===== src/rtl/smooth_main_if.sv =====
// Sample stream bundle between the ADC capture, the smoothing stage and the
// hit detector. The smoothing stage takes the slave side: it consumes raw
// samples and produces the smoothed stream.
interface smooth_main_if;
  logic [15:0] ad_data;
  logic        ad_vld;
  logic [15:0] sm_data;
  logic        sm_vld;

  modport master (
    output ad_data, ad_vld,
    input  sm_data, sm_vld
  );

  modport slave (
    input  ad_data, ad_vld,
    output sm_data, sm_vld
  );
endinterface


===== src/rtl/smooth_main.sv =====
// smooth_main: moving-average smoother over a power-of-two window.
// A ring buffer holds recent samples and a running sum tracks the window
// total. The mean (sum >> log2 W) is registered one cycle later, so a sample
// strobe leads to an output strobe two cycles on.
// Optional feature macro SM_BASELINE_EN: subtract cfg_base from the mean,
// saturating at zero. Without it cfg_base is accepted but unused.
module smooth_main #(
  parameter int DEPTH_LOG2 = 4
) (
  input  logic               clk_sys,
  input  logic               rst_n,
  smooth_main_if.slave       sm_if,
  input  logic [2:0]         cfg_win,
  input  logic [15:0]        cfg_base,
  output logic               stu_sm_ready
);

  localparam int DEPTH  = 1 << DEPTH_LOG2;
  localparam int SUM_W  = 16 + DEPTH_LOG2;
  localparam int FILL_W = DEPTH_LOG2 + 1;

  logic [15:0]           ring_buf [DEPTH];
  logic [DEPTH_LOG2-1:0] wr_ptr;
  logic [SUM_W-1:0]      sum;
  logic [FILL_W-1:0]     fill;
  logic [2:0]            win_q;
  logic                  acc_q;   // accepted sample completed a full window

  logic [2:0]            win_c;
  logic                  flush;
  logic                  accept;
  logic                  full;
  logic [FILL_W-1:0]     w_val;
  logic [FILL_W-1:0]     fill_next;
  logic [DEPTH_LOG2-1:0] rd_ptr;
  logic [15:0]           old;
  logic [SUM_W-1:0]      sum_next;
  logic [15:0]           mean;
  logic [15:0]           out_val;

  // Window clamp, flush detect and the running-sum update for this cycle.
  always_comb begin
    // NOTE: every signal gets a default first so no path can infer a latch.
    win_c     = cfg_win;
    old       = '0;
    if (int'(cfg_win) > DEPTH_LOG2) win_c = 3'(DEPTH_LOG2);
    flush     = (win_c != win_q);
    accept    = sm_if.ad_vld && !flush;
    w_val     = FILL_W'(1) << win_q;
    full      = (fill == w_val);
    // W == depth wraps to wr_ptr itself: the oldest entry, read before overwrite.
    rd_ptr    = wr_ptr - w_val[DEPTH_LOG2-1:0];
    if (full) old = ring_buf[rd_ptr];
    fill_next = full ? fill : fill + FILL_W'(1);
    sum_next  = sum + SUM_W'(sm_if.ad_data) - SUM_W'(old);
  end

  assign stu_sm_ready = full;

  // Window state: flush on a window change, otherwise absorb accepted samples.
  always_ff @(posedge clk_sys or negedge rst_n) begin
    if (!rst_n) begin
      win_q  <= '0;
      sum    <= '0;
      fill   <= '0;
      wr_ptr <= '0;
      acc_q  <= 1'b0;
    end else if (flush) begin
      // NOTE: state registers use non-blocking assignments so every flop
      // samples pre-edge values regardless of statement order.
      win_q  <= win_c;
      sum    <= '0;
      fill   <= '0;
      wr_ptr <= '0;
      acc_q  <= 1'b0;
    end else begin
      acc_q <= accept && (fill_next == w_val);
      if (accept) begin
        sum    <= sum_next;
        fill   <= fill_next;
        wr_ptr <= wr_ptr + 1'b1;
      end
    end
  end

  // Sample storage; stale entries are masked by the fill gating.
  // NOTE: the memory has no reset so it can map onto RAM; fill makes it safe.
  always_ff @(posedge clk_sys) begin
    if (accept) ring_buf[wr_ptr] <= sm_if.ad_data;
  end

  // Mean and optional baseline removal feeding the output register.
  always_comb begin
    mean    = 16'(sum >> win_q);
    out_val = mean;
`ifdef SM_BASELINE_EN
    out_val = (mean >= cfg_base) ? mean - cfg_base : 16'd0;
`endif
  end

`ifndef SM_BASELINE_EN
  logic unused_cfg_base;
  assign unused_cfg_base = ^cfg_base;
`endif

  // Output stage: one strobe per qualifying sample, data held between strobes.
  always_ff @(posedge clk_sys or negedge rst_n) begin
    if (!rst_n) begin
      sm_if.sm_data <= '0;
      sm_if.sm_vld  <= 1'b0;
    end else begin
      sm_if.sm_vld <= acc_q;
      if (acc_q) sm_if.sm_data <= out_val;
    end
  end

endmodule


===== src/flat_wrapper.sv =====
// flat-port wrapper written by rule: the top's interface ports become plain ports
module smooth_main_flat 
#(
  parameter int DEPTH_LOG2 = 4
)
  (clk_sys, rst_n, cfg_win, cfg_base, stu_sm_ready, sm_if_ad_data, sm_if_ad_vld, sm_if_sm_data, sm_if_sm_vld);
  smooth_main_if sm_if_i ();
  input  logic clk_sys;
  input  logic rst_n;
  input  logic [2:0] cfg_win;
  input  logic [15:0] cfg_base;
  output logic stu_sm_ready;
  input wire logic [$bits(sm_if_i.ad_data)-1:0] sm_if_ad_data;
  input wire logic [$bits(sm_if_i.ad_vld)-1:0] sm_if_ad_vld;
  output wire logic [$bits(sm_if_i.sm_data)-1:0] sm_if_sm_data;
  output wire logic [$bits(sm_if_i.sm_vld)-1:0] sm_if_sm_vld;
  assign sm_if_i.ad_data = sm_if_ad_data;
  assign sm_if_i.ad_vld = sm_if_ad_vld;
  assign sm_if_sm_data = sm_if_i.sm_data;
  assign sm_if_sm_vld = sm_if_i.sm_vld;
  smooth_main #(.DEPTH_LOG2(DEPTH_LOG2)) u_core (.clk_sys(clk_sys), .rst_n(rst_n), .sm_if(sm_if_i), .cfg_win(cfg_win), .cfg_base(cfg_base), .stu_sm_ready(stu_sm_ready));
endmodule

===== config.mk =====
export PLATFORM = sky130hd
export DESIGN_NAME = smooth_main_flat
export DESIGN_NICKNAME = d
export VERILOG_FILES = /design/src/rtl/smooth_main_if.sv /design/src/rtl/smooth_main.sv /design/src/flat_wrapper.sv
export SDC_FILE = /design/constraint.sdc
export NUM_CORES = 1
export LEC_CHECK = 0
export BUFFER_PORTS_ARGS = -buffer_cell sky130_fd_sc_hd__buf_2
export CORE_MARGIN = 2
export CORE_UTILIZATION = 60
export CTS_BUF_LIST = sky130_fd_sc_hd__clkbuf_2 sky130_fd_sc_hd__clkbuf_4 sky130_fd_sc_hd__clkbuf_8
export CTS_CLUSTER_DIAMETER = 50
export DETAILED_ROUTE_END_ITERATION = 8
export PLACE_DENSITY = 0.79
export SLEW_MARGIN = 20
export SYNTH_ARGS = -nofsm -noshare
export SYNTH_HDL_FRONTEND = slang
export SYNTH_SLANG_ARGS = --single-unit

===== constraint.sdc =====
create_clock -name clk_sys -period 8.5 [get_ports clk_sys]
set_clock_uncertainty 0.05 [all_clocks]
set_input_delay 2.55 -clock clk_sys [delete_from_list [all_inputs] [get_ports clk_sys]]
set_output_delay 2.55 -clock clk_sys [all_outputs]
set_load 0.05 [all_outputs]

==> impl_metrics.env, run 1 <==
export IMPL_hold_viol=0
export IMPL_worstRegToRegCells=17
export IMPL_diodes=0
export IMPL_first_pass_iters=5
export IMPL_finalCriticalPeriod_ps=6410
export IMPL_dpl_cell_area_um2=15200
export IMPL_syn_nets=1085
export IMPL_synth_cell_types=70
export IMPL_clk_pin_slew_ps=50
export IMPL_synth_top_family_by_area="multiplexers"
export IMPL_port_buffer_count=39
export IMPL_drv_slew=0
export IMPL_async_flop_share=0.163
export IMPL_synth_simple_area_share=0.0748
export IMPL_fin_nets=1144
export IMPL_grt_max_degree=51
export IMPL_clockPowerShare=0.312
export IMPL_place_inst=1334
export IMPL_vdd_drop_max_mv=0.165
export IMPL_chipHeight_um=160
export IMPL_synthAdderAreaFrac=0.0473
export IMPL_yosys_most_used_dff="edfxtp_1"
export IMPL_final_cell_mix="edfxtp_1, inv_1, mux4_2"
export IMPL_synth_seq_cells=306
export IMPL_hold_depth=2
export IMPL_numCtsBuffers=49
export IMPL_finalInstanceArea_um2=16200
export IMPL_chipWidth_um=160
export IMPL_synth_compound_area_share=0.0847
export IMPL_p_per_area_nw_per_um2=236
export IMPL_critical_path_required_ps=8940
export IMPL_p_leak_nw=5.89
export IMPL_syn_area_per_cell_um2=14.6
export IMPL_drive_above_1_share=0.223
export IMPL_endpoint_kind="flip-flop"
export IMPL_fp_dieArea_um2=25600
export IMPL_clock_sinks=306
export IMPL_internal_power_mw=2.64
export IMPL_grt_setup_unrepaired="false"
export IMPL_routed_via_density=6.21
export IMPL_crit_type="flip-flop to flip-flop"
export IMPL_grt_overflow_total=0
export IMPL_status="finished, final reports clean"
export IMPL_tightest_slew_ps=1190
export IMPL_max_slew_margin=0.204
export IMPL_grt_util_all_layers=0.259
export IMPL_clk_latency_ps=590
export IMPL_p_comb_frac=0.238
export IMPL_maxCapViolCount=0
export IMPL_cts_hold_buf=0
export IMPL_hold_path_startpoint="u_core.sm_if.sm_data[5]$_DFFE_PN0P_"
export IMPL_syn_area_um2=14600
export IMPL_num_rows=57
export IMPL_synth_edff_count=256
export IMPL_min_period_over_period=0.754
export IMPL_clockBufferDepth=3
export IMPL_crit_path_start="u_core.win_q[0]$_DFFE_PN0N_"
export IMPL_fmax_mhz=156
export IMPL_wl_per_cell_um=22.9
export IMPL_dp_hpwl_um=20300
export IMPL_io_pins=56
export IMPL_totalWireLength_um=32500
export IMPL_cts_setup_buffers=0
export IMPL_antenna_found_initial=1
export IMPL_gp_congestion=0.904
export IMPL_cts_resized=0
export IMPL_setup_tns_final_ps=0
export IMPL_synth_mux_area_frac=0.131
export IMPL_ys_warn_count=0
export IMPL_seq_power_share=0.450
export IMPL_rr_startpoint="u_core.win_q[0]$_DFFE_PN0N_"
export IMPL_setup_viol=0
export IMPL_preCtsSetupSlack_ps=2170
export IMPL_p_switching_mw=1.17
export IMPL_final_common_cell="edfxtp_1"
export IMPL_layout_setup_ws_ps=2090
export IMPL_min_path_type="flip-flop to flip-flop"
export IMPL_dr_first_iter_drc_count=911
export IMPL_clockRootBuffer="clkbuf_8"
export IMPL_cts_tree="yes"
export IMPL_ctsHtreeMaxLevel=2
export IMPL_swShare=0.307
export IMPL_grt_pass1_wl_um=50100
export IMPL_ys_seq_area_frac=0.612
export IMPL_vias=8814
export IMPL_initial_core_util=0.606
export IMPL_synth_xor_area_frac=0.0119
export IMPL_cp_max_fo=42
export IMPL_area_delta_synth_final_pct=10.7
export IMPL_postRouteAntennaNets=0
export IMPL_arrival_ps=6850
export IMPL_grt_pass1_vias=8718
export IMPL_fin_cells=1419
export IMPL_start_kind="flip-flop"
export IMPL_coreArea_um2=24100
export IMPL_synthCells=1002
export IMPL_drc=0
[cells by family after synthesis]
| family | count (synthesis) |
|---|---|
| xor gates and xnor gates | 19 |
| and+or+nand+nor | 220 |
| DFF | 306 |
| adders and majority gates | 45 |
| buffers and inverters | 133 |
| AOI/OAI and AO/OA | 174 |
| muxes | 105 |
[final timing paths]
path                                                       endpoint  slack, ps
worst max-delay path                     u_core.sum[19]$_DFFE_PN0P_       2090
worst min-delay path            u_core.sm_if.sm_data[5]$_DFFE_PN0P_        470
worst max register to register           u_core.sum[19]$_DFFE_PN0P_       2090
worst min register to register  u_core.sm_if.sm_data[5]$_DFFE_PN0P_        470
max in group asynchronous                 u_core.sum[1]$_DFFE_PN0P_       5900
min in group asynchronous                u_core.sum[17]$_DFFE_PN0P_       2050
[worst max-delay path: stages, from the launching register on]
cell and delay [ps]:
dfrtp_1 590, buf_4 410, or3b_4 480, fa_2 1040
buf_12 330, mux4_2 340, nor2b_1 140, a211oi_1 230
a211oi_1 130, fa_1 520, inv_1 40, ha_1 440
nand4_1 180, o311ai_0 600, a21o_1 210, a211oi_1 70
a211oi_2 270, mux2i_1 200
[synth_stat cells (5+ instances only)]
cell | count | area share
edfxtp_1 | 256 | 0.53
inv_1 | 77 | 0.020
mux4_2 | 69 | 0.11
nor2_1 | 61 | 0.016
nand2_1 | 56 | 0.014
dfrtp_1 | 50 | 0.086
a21oi_1 | 43 | 0.015
mux2i_1 | 36 | 0.025
a211oi_1 | 34 | 0.017
ha_1 | 28 | 0.024
clkbuf_1 | 25 | 0.0064
nor2b_1 | 20 | 0.0086
buf_2 | 18 | 0.0062
fa_1 | 17 | 0.023
a31oi_1 | 15 | 0.0064
nor3_1 | 14 | 0.0048
o211ai_1 | 13 | 0.0067
o21ai_0 | 13 | 0.0045
xnor2_1 | 12 | 0.0072
nand2b_1 | 11 | 0.0047
and3_1 | 10 | 0.0043
nand3_1 | 10 | 0.0034
and2_1 | 9 | 0.0039
buf_4 | 9 | 0.0046
a21o_1 | 7 | 0.0036
nand4_1 | 7 | 0.0030
o211a_1 | 6 | 0.0041
xor2_1 | 6 | 0.0036
or3_1 | 5 | 0.0021
[cell type report]
class,instances,area [µm²]
clock buffer,62,772
clock inverter,23,151
fill,1664,7950
inverter,78,293
multi-input combinational,563,5200
sequential,306,8940
tap,324,405
timing repair buffer,63,400
[routing by layer]
layer  global-route usage  vias up  routed length [µm]
met5                    0        -                   7
met4                0.110        2                1280
met3               0.0442       87                2230
met2                0.411      357               15600
met1                0.363     4418               13400
li1                     -     3950                   -
[through the flow]
| stage | util | hold slack, ps | power [mW] |
|---|---|---|---|
| global placement | 0.632 | 448 | 2.62 |
| CTS | 0.670 | 473 | 3.83 |
| finish | 0.670 | 469 | 3.81 |
| global route | 0.670 | 494 | 3.99 |
| floorplan | - | 378 | 2.43 |
| detailed placement | 0.632 | 459 | 2.64 |
[registers in the layout, indices dropped and copies added (netlist names)]
register	cells
u_core.sm_if.sm_data	16
u_core.fill	5
u_core.wr_ptr	4
u_core.win_q	3
u_core.ring_buf	256
u_core.sm_if.sm_vld	1
u_core.acc_q	1
u_core.sum	20
[power groups by stage]
stage	Sequential (mW)	Combinational, mW	Clock (mW)
finish	1.72	0.906	1.19
global route	1.73	0.988	1.28
CTS	1.72	0.901	1.21
detailed placement	1.75	0.896	0
global placement	1.75	0.880	0
floorplan	1.86	0.568	0
Power figures use the tool's default switching activity.
==> run 2, diff against run 1 <==
--- a/config.mk
+++ b/config.mk
@@ -7,7 +7,7 @@
 export LEC_CHECK = 0
 export BUFFER_PORTS_ARGS = -buffer_cell sky130_fd_sc_hd__buf_2
 export CORE_MARGIN = 2
-export CORE_UTILIZATION = 60
+export CORE_UTILIZATION = 58
 export CTS_BUF_LIST = sky130_fd_sc_hd__clkbuf_2 sky130_fd_sc_hd__clkbuf_4 sky130_fd_sc_hd__clkbuf_8
 export CTS_CLUSTER_DIAMETER = 50
 export DETAILED_ROUTE_END_ITERATION = 8
==> constraint.sdc (replaced) <==
create_clock -name clk_sys -period 5.2 [get_ports clk_sys]
set_clock_uncertainty 0.05 [all_clocks]
set_input_delay 1.56 -clock clk_sys [delete_from_list [all_inputs] [get_ports clk_sys]]
set_output_delay 1.56 -clock clk_sys [all_outputs]
set_load 0.05 [all_outputs]
==> run 2 against run 1 <==
- power grew 70%
- utilization is 1.1 points higher
- global-route usage shrank 0.97 points
- final cell count is 5.0% higher
- worst hold slack is essentially flat
- combinational power grew 94%
- via count grew 4.9%
- final area up 5.3%
- maximum frequency up 25%
- first-iteration DRC count down 4.7%
- register-to-register slack lost 2000 ps
- critical endpoint unchanged
- largest cell class unchanged
==> impl_metrics.env, run 2 (synthesized netlist as in run 1, its figures left out) <==
export IMPL_status="finished, final reports clean"
export IMPL_postRouteAntennaNets=0
export IMPL_vias=9244
export IMPL_initial_core_util=0.585
export IMPL_worstPathCellList="nor3_2 > buf_4 > ha_4 > inv_1 > fa_2 > buf_12 > buf_4 > mux4_2 > nor2b_1 > a211oi_2 > a211oi_2 > fa_1 > inv_1 > ha_1 > and2_1 > and3_1 > a221o_1 > or2_4 > a211oi_4 > mux2i_1"
export IMPL_fmax_mhz=195
export IMPL_post_route_util=0.681
export IMPL_clockRootBuffer="clkbuf_8"
export IMPL_final_common_cell="edfxtp_1"
export IMPL_fp_dieArea_um2=26500
export IMPL_min_path_type="flip-flop to flip-flop"
export IMPL_grt_overflow_total=0
export IMPL_start_kind="flip-flop"
export IMPL_cts_tree="yes"
export IMPL_final_cell_mix="edfxtp_1, inv_1, buf_4"
export IMPL_clk_latency_ps=590
export IMPL_grt_pass1_wl_um=49900
export IMPL_crit_slowest_cell="fa_2"
export IMPL_clock_sinks=306
export IMPL_wl_per_cell_um=23.1
export IMPL_dr_first_iter_drc_count=868
export IMPL_reg_top3="u_core.ring_buf x256, u_core.sum x20, u_core.sm_if.sm_data x16"
export IMPL_p_leak_nw=6.27
export IMPL_coreArea_um2=25000
export IMPL_max_slew_margin=0.363
export IMPL_top_register="u_core.ring_buf"
export IMPL_crit_type="flip-flop to flip-flop"
export IMPL_num_rows=58
export IMPL_hold_viol=0
export IMPL_cp_max_fo=7
export IMPL_numCtsBuffers=49
export IMPL_drv_slew=0
export IMPL_fin_nets=1210
export IMPL_arrival_ps=5550
export IMPL_p_per_area_nw_per_um2=382
export IMPL_clockBufferDepth=3
export IMPL_clk_pin_slew_ps=60
export IMPL_largest_reg_flops=256
export IMPL_antenna_found_initial=0
export IMPL_critical_path_required_ps=5640
export IMPL_port_buffer_count=39
export IMPL_ctsHtreeMaxLevel=2
export IMPL_grt_max_degree=49
export IMPL_cp_buffers_inverters=5
export IMPL_io_pins=56
export IMPL_crit_family="adder cells"
export IMPL_totalWireLength_um=34400
export IMPL_routed_via_density=6.20
export IMPL_dp_hpwl_um=21000
export IMPL_grt_setup_unrepaired="true"
export IMPL_drc=0
export IMPL_first_pass_iters=5
export IMPL_drive_above_1_share=0.306
export IMPL_tightest_slew_ps=956
export IMPL_endpoint_kind="flip-flop"
export IMPL_finalPower_mw=6.50
export IMPL_cts_hold_buf=0
export IMPL_grt_pass1_vias=9014
export IMPL_maxCapViolCount=0
export IMPL_setup_viol=0
export IMPL_slowest_delay_ps=620
export IMPL_grt_util_all_layers=0.250
export IMPL_gp_congestion=0.877
export IMPL_area_delta_synth_final_pct=16.5
export IMPL_chipWidth_um=163
export IMPL_vdd_drop_max_mv=0.323
export IMPL_worst_hold_slack_ps=469
export IMPL_chipHeight_um=163
export IMPL_min_period_over_period=0.984
export IMPL_finalCriticalPeriod_ps=5120
-- run 2: cell count changes in the layout (fill, tap and decap cells not counted), moves of 4 or more --
cell,previous run,this run
buf_12,2,8
ha_2,0,4
a211oi_2,3,23
ha_1,27,22
a21oi_1,43,35
a211oi_1,34,12
clkinv_2,8,4
a21oi_2,0,7
buf_4,22,77
-- run 2: final timing paths --
| path | cells past startpoint | to | from | slack, ps |
|---|---|---|---|---|
| max | 20 | u_core.sum[19]$_DFFE_PN0P_ | u_core.win_q[2]$_DFFE_PN0N_ | 80 |
| min | 2 | u_core.sm_if.sm_data[3]$_DFFE_PN0P_ | u_core.sm_if.sm_data[3]$_DFFE_PN0P_ | 470 |
| max reg2reg | 20 | u_core.sum[19]$_DFFE_PN0P_ | u_core.win_q[2]$_DFFE_PN0N_ | 80 |
| min reg2reg | 2 | u_core.sm_if.sm_data[3]$_DFFE_PN0P_ | u_core.sm_if.sm_data[3]$_DFFE_PN0P_ | 470 |
| max in group asynchronous | 2 | u_core.sum[6]$_DFFE_PN0P_ | rst_n | 3600 |
| min in group asynchronous | 1 | u_core.sm_if.sm_data[10]$_DFFE_PN0P_ | rst_n | 950 |
-- run 2: per-layer routing --
layer	vias up	routed length, µm	track usage
met4	0	710	0.0688
met3	51	3110	0.0435
met5	-	0	0
met1	4624	13500	0.349
met2	492	17100	0.412
li1	4077	-	-
-- run 2: final cells by class --
cell class                 instances  area [µm²]
clock buffer                      65         801
multi-input combinational        564        5450
tap                              330         413
timing repair buffer             128        1010
inverter                          78         293
antenna                            1        2.50
sequential                       306        8940
fill                            1670        7950
clock inverter                    18         100
-- run 2: power breakdown --
| group | internal [mW] | switching, mW | total (mW) |
|---|---|---|---|
| Sequential | 2.74 | 0.0569 | 2.80 |
| Combinational | 0.725 | 1.04 | 1.76 |
| Clock | 1.00 | 0.932 | 1.94 |
-- run 2: per-stage QoR --
stage	cells	setup TNS (ps)	setup slack (ps)	area (µm²)
floorplan	1002	0	1.20	14600
global placement	1386	-47.5	-47.5	15700
detailed placement	1387	-214	-105	15700
CTS	1470	0	0.705	16600
global route	1489	-276	-74.3	17000
finish	1490	0	83.2	17000
-- run 2: repair_timing --
action / CTS / global route
cloned: 0 / 3
resized for setup: 5 / 54
pin swaps: 0 / 20
setup buffers: 0 / 16
endpoints found under the setup margin: 6 / 13
-- run 2: worst min-delay path, delay by kind of cell (launching register included) --
family / cells / cell delay, ps
compound gates: 1 / 100
flops: 1 / 340
simple gates: 1 / 40
==> run 3, diff against run 2 <==
--- a/config.mk
+++ b/config.mk
@@ -6,8 +6,7 @@
 export NUM_CORES = 1
 export LEC_CHECK = 0
 export BUFFER_PORTS_ARGS = -buffer_cell sky130_fd_sc_hd__buf_2
-export CORE_MARGIN = 2
-export CORE_UTILIZATION = 58
+export CORE_UTILIZATION = 60
 export CTS_BUF_LIST = sky130_fd_sc_hd__clkbuf_2 sky130_fd_sc_hd__clkbuf_4 sky130_fd_sc_hd__clkbuf_8
 export CTS_CLUSTER_DIAMETER = 50
 export DETAILED_ROUTE_END_ITERATION = 8
==> constraint.sdc (replaced) <==
create_clock -name clk_sys -period 5.41 [get_ports clk_sys]
set_clock_uncertainty 0.05 [all_clocks]
set_input_delay 1.623 -clock clk_sys [delete_from_list [all_inputs] [get_ports clk_sys]]
set_output_delay 1.623 -clock clk_sys [all_outputs]
set_load 0.05 [all_outputs]
==> run 3 against run 2 <==
- global-route usage grew 1.7 points
- highest routed layer is now met5
- critical path type unchanged
- maximum frequency shrank 1.4%
- routed wire length shrank 6.7%
- critical path depth shrank 2
- clock-buffer cell count grew 2
- final cell count shrank 3.2%
==> impl_metrics.env, run 3 (synthesized netlist as in run 1, its figures left out) <==
export IMPL_final_cell_mix="edfxtp_1, inv_1, mux4_2"
export IMPL_preCtsSetupSlack_ps=61.6
export IMPL_coreArea_um2=23700
export IMPL_seq_power_share=0.446
export IMPL_arrival_ps=5650
export IMPL_fin_nets=1169
export IMPL_p_leak_nw=6.05
export IMPL_clockBufferDepth=3
export IMPL_fp_dieArea_um2=25000
export IMPL_post_route_util=0.695
export IMPL_min_period_over_period=0.959
export IMPL_dr_first_iter_drc_count=837
export IMPL_cts_tree="yes"
export IMPL_antenna_found_initial=1
export IMPL_ctsHtreeMaxLevel=2
export IMPL_numCtsBuffers=48
export IMPL_vdd_drop_max_mv=0.237
export IMPL_port_buffer_count=39
export IMPL_finalPower_mw=6.03
export IMPL_nFillCells=1619
export IMPL_drv_slew=0
export IMPL_clk_latency_ps=600
export IMPL_diodes=0
export IMPL_setup_tns_final_ps=0
export IMPL_swShare=0.308
export IMPL_clock_sinks=306
export IMPL_io_pins=56
export IMPL_cts_hold_buf=0
export IMPL_crit_slowest_cell="fa_2"
export IMPL_vias=8836
export IMPL_clockPowerShare=0.309
export IMPL_cp_max_fo=37
export IMPL_hold_viol=0
export IMPL_start_kind="flip-flop"
export IMPL_dp_hpwl_um=20300
export IMPL_grt_setup_unrepaired="false"
export IMPL_crit_type="flip-flop to flip-flop"
export IMPL_gp_congestion=0.874
export IMPL_clk_pin_slew_ps=60
export IMPL_wl_per_cell_um=22.3
export IMPL_grt_pass1_wl_um=48300
export IMPL_grt_util_all_layers=0.267
export IMPL_tightest_slew_ps=904
export IMPL_chipWidth_um=158
export IMPL_drive_above_1_share=0.248
export IMPL_grt_overflow_total=0
export IMPL_status="finished, final reports clean"
export IMPL_clockRootBuffer="clkbuf_8"
export IMPL_p_per_area_nw_per_um2=366
export IMPL_internal_power_mw=4.17
export IMPL_cp_buffers_inverters=4
export IMPL_critical_path_required_ps=5870
export IMPL_layout_setup_ws_ps=221
export IMPL_worstPathCellList="buf_4 > or3b_4 > fa_2 > buf_12 > buf_12 > mux4_2 > nor2b_1 > a211oi_1 > a211oi_2 > fa_1 > inv_1 > ha_1 > a21oi_1 > o21ai_0 > a221o_1 > or2_1 > a211oi_2 > mux2i_1"
export IMPL_drc=0
export IMPL_place_inst=1354
export IMPL_reg_top3="u_core.ring_buf x256, u_core.sum x20, u_core.sm_if.sm_data x16"
export IMPL_fin_cells=1443
export IMPL_grt_max_degree=51
export IMPL_max_slew_margin=0.398
export IMPL_postRouteAntennaNets=0
export IMPL_p_switching_mw=1.86
export IMPL_maxCapViolCount=0
export IMPL_min_path_type="flip-flop to flip-flop"
export IMPL_area_delta_synth_final_pct=12.7
export IMPL_fmax_mhz=193
export IMPL_largest_reg_flops=256
export IMPL_chipHeight_um=158
export IMPL_setup_viol=0
export IMPL_initial_core_util=0.617
export IMPL_final_common_cell="edfxtp_1"
export IMPL_slowest_delay_ps=570
export IMPL_grt_pass1_vias=8674
export IMPL_cts_setup_buffers=0
export IMPL_crit_family="adder cells"
export IMPL_totalWireLength_um=32100
export IMPL_p_comb_frac=0.245
export IMPL_first_pass_iters=6
export IMPL_routed_via_density=6.12
export IMPL_top_register="u_core.ring_buf"
export IMPL_num_rows=56
export IMPL_endpoint_kind="flip-flop"
export IMPL_finalCriticalPeriod_ps=5190
[run 3: worst min-delay path: cells and delay by family (launching register included)]
kind / cells / cell delay, ps
compound gates: 1 / 100
flops: 1 / 340
simple gates: 1 / 40
[run 3: worst paths after layout]
check / from / to / slack (ps) / cells past startpoint
setup / recovery: u_core.win_q[2]$_DFFE_PN0N_ / u_core.sum[19]$_DFFE_PN0P_ / 220 / 18
hold / removal: u_core.sm_if.sm_data[2]$_DFFE_PN0P_ / u_core.sm_if.sm_data[2]$_DFFE_PN0P_ / 470 / 2
setup reg to reg: u_core.win_q[2]$_DFFE_PN0N_ / u_core.sum[19]$_DFFE_PN0P_ / 220 / 18
hold reg to reg: u_core.sm_if.sm_data[2]$_DFFE_PN0P_ / u_core.sm_if.sm_data[2]$_DFFE_PN0P_ / 470 / 2
max in group asynchronous: rst_n / u_core.fill[1]$_DFFE_PN0P_ / 3840 / 1
min in group asynchronous: rst_n / u_core.sum[17]$_DFFE_PN0P_ / 1000 / 1
[run 3: layout make-up]
cell class                      instances  area (µm²)  share of cell area
Clock buffer                           67         803              0.0488
Tap cell                              319         399              0.0242
Multi-Input combinational cell        564        5270               0.320
Timing Repair Buffer                   88         641              0.0389
Sequential cell                       306        8940               0.543
Inverter                               78         293              0.0178
Clock inverter                         21         113             0.00684
[run 3: stage by stage]
step | instance area [µm²] | hold WS [ps]
3_5_place_dp | 15500 | 460
3_3_place_gp | 15500 | 448
5_1_grt | 16500 | 499
2_1_floorplan | 14600 | 378
6_report | 16500 | 467
4_1_cts | 16400 | 473
[run 3: per-layer routing]
metal | routed length [µm] | GRT usage | part of all wire | vias to the layer above
met5 | 87 | 0.0248 | 0.0027 | -
met4 | 1470 | 0.124 | 0.046 | 4
met3 | 2630 | 0.0539 | 0.082 | 89
met2 | 15000 | 0.420 | 0.47 | 399
met1 | 13000 | 0.359 | 0.40 | 4341
li1 | - | - | - | 4003
[run 3: repair_timing]
item	4_1_cts	5_1_grt
setup endpoints to repair	0	12
hold endpoints to repair	0	0
resized for setup	0	12
[run 3: power by group through the flow]
stage,clock (mW),combinational [mW],sequential [mW]
floorplan,0,0.894,2.92
global placement,0,1.43,2.73
detailed placement,0,1.45,2.74
CTS,1.88,1.46,2.69
global route,1.98,1.62,2.70
finish,1.86,1.48,2.69
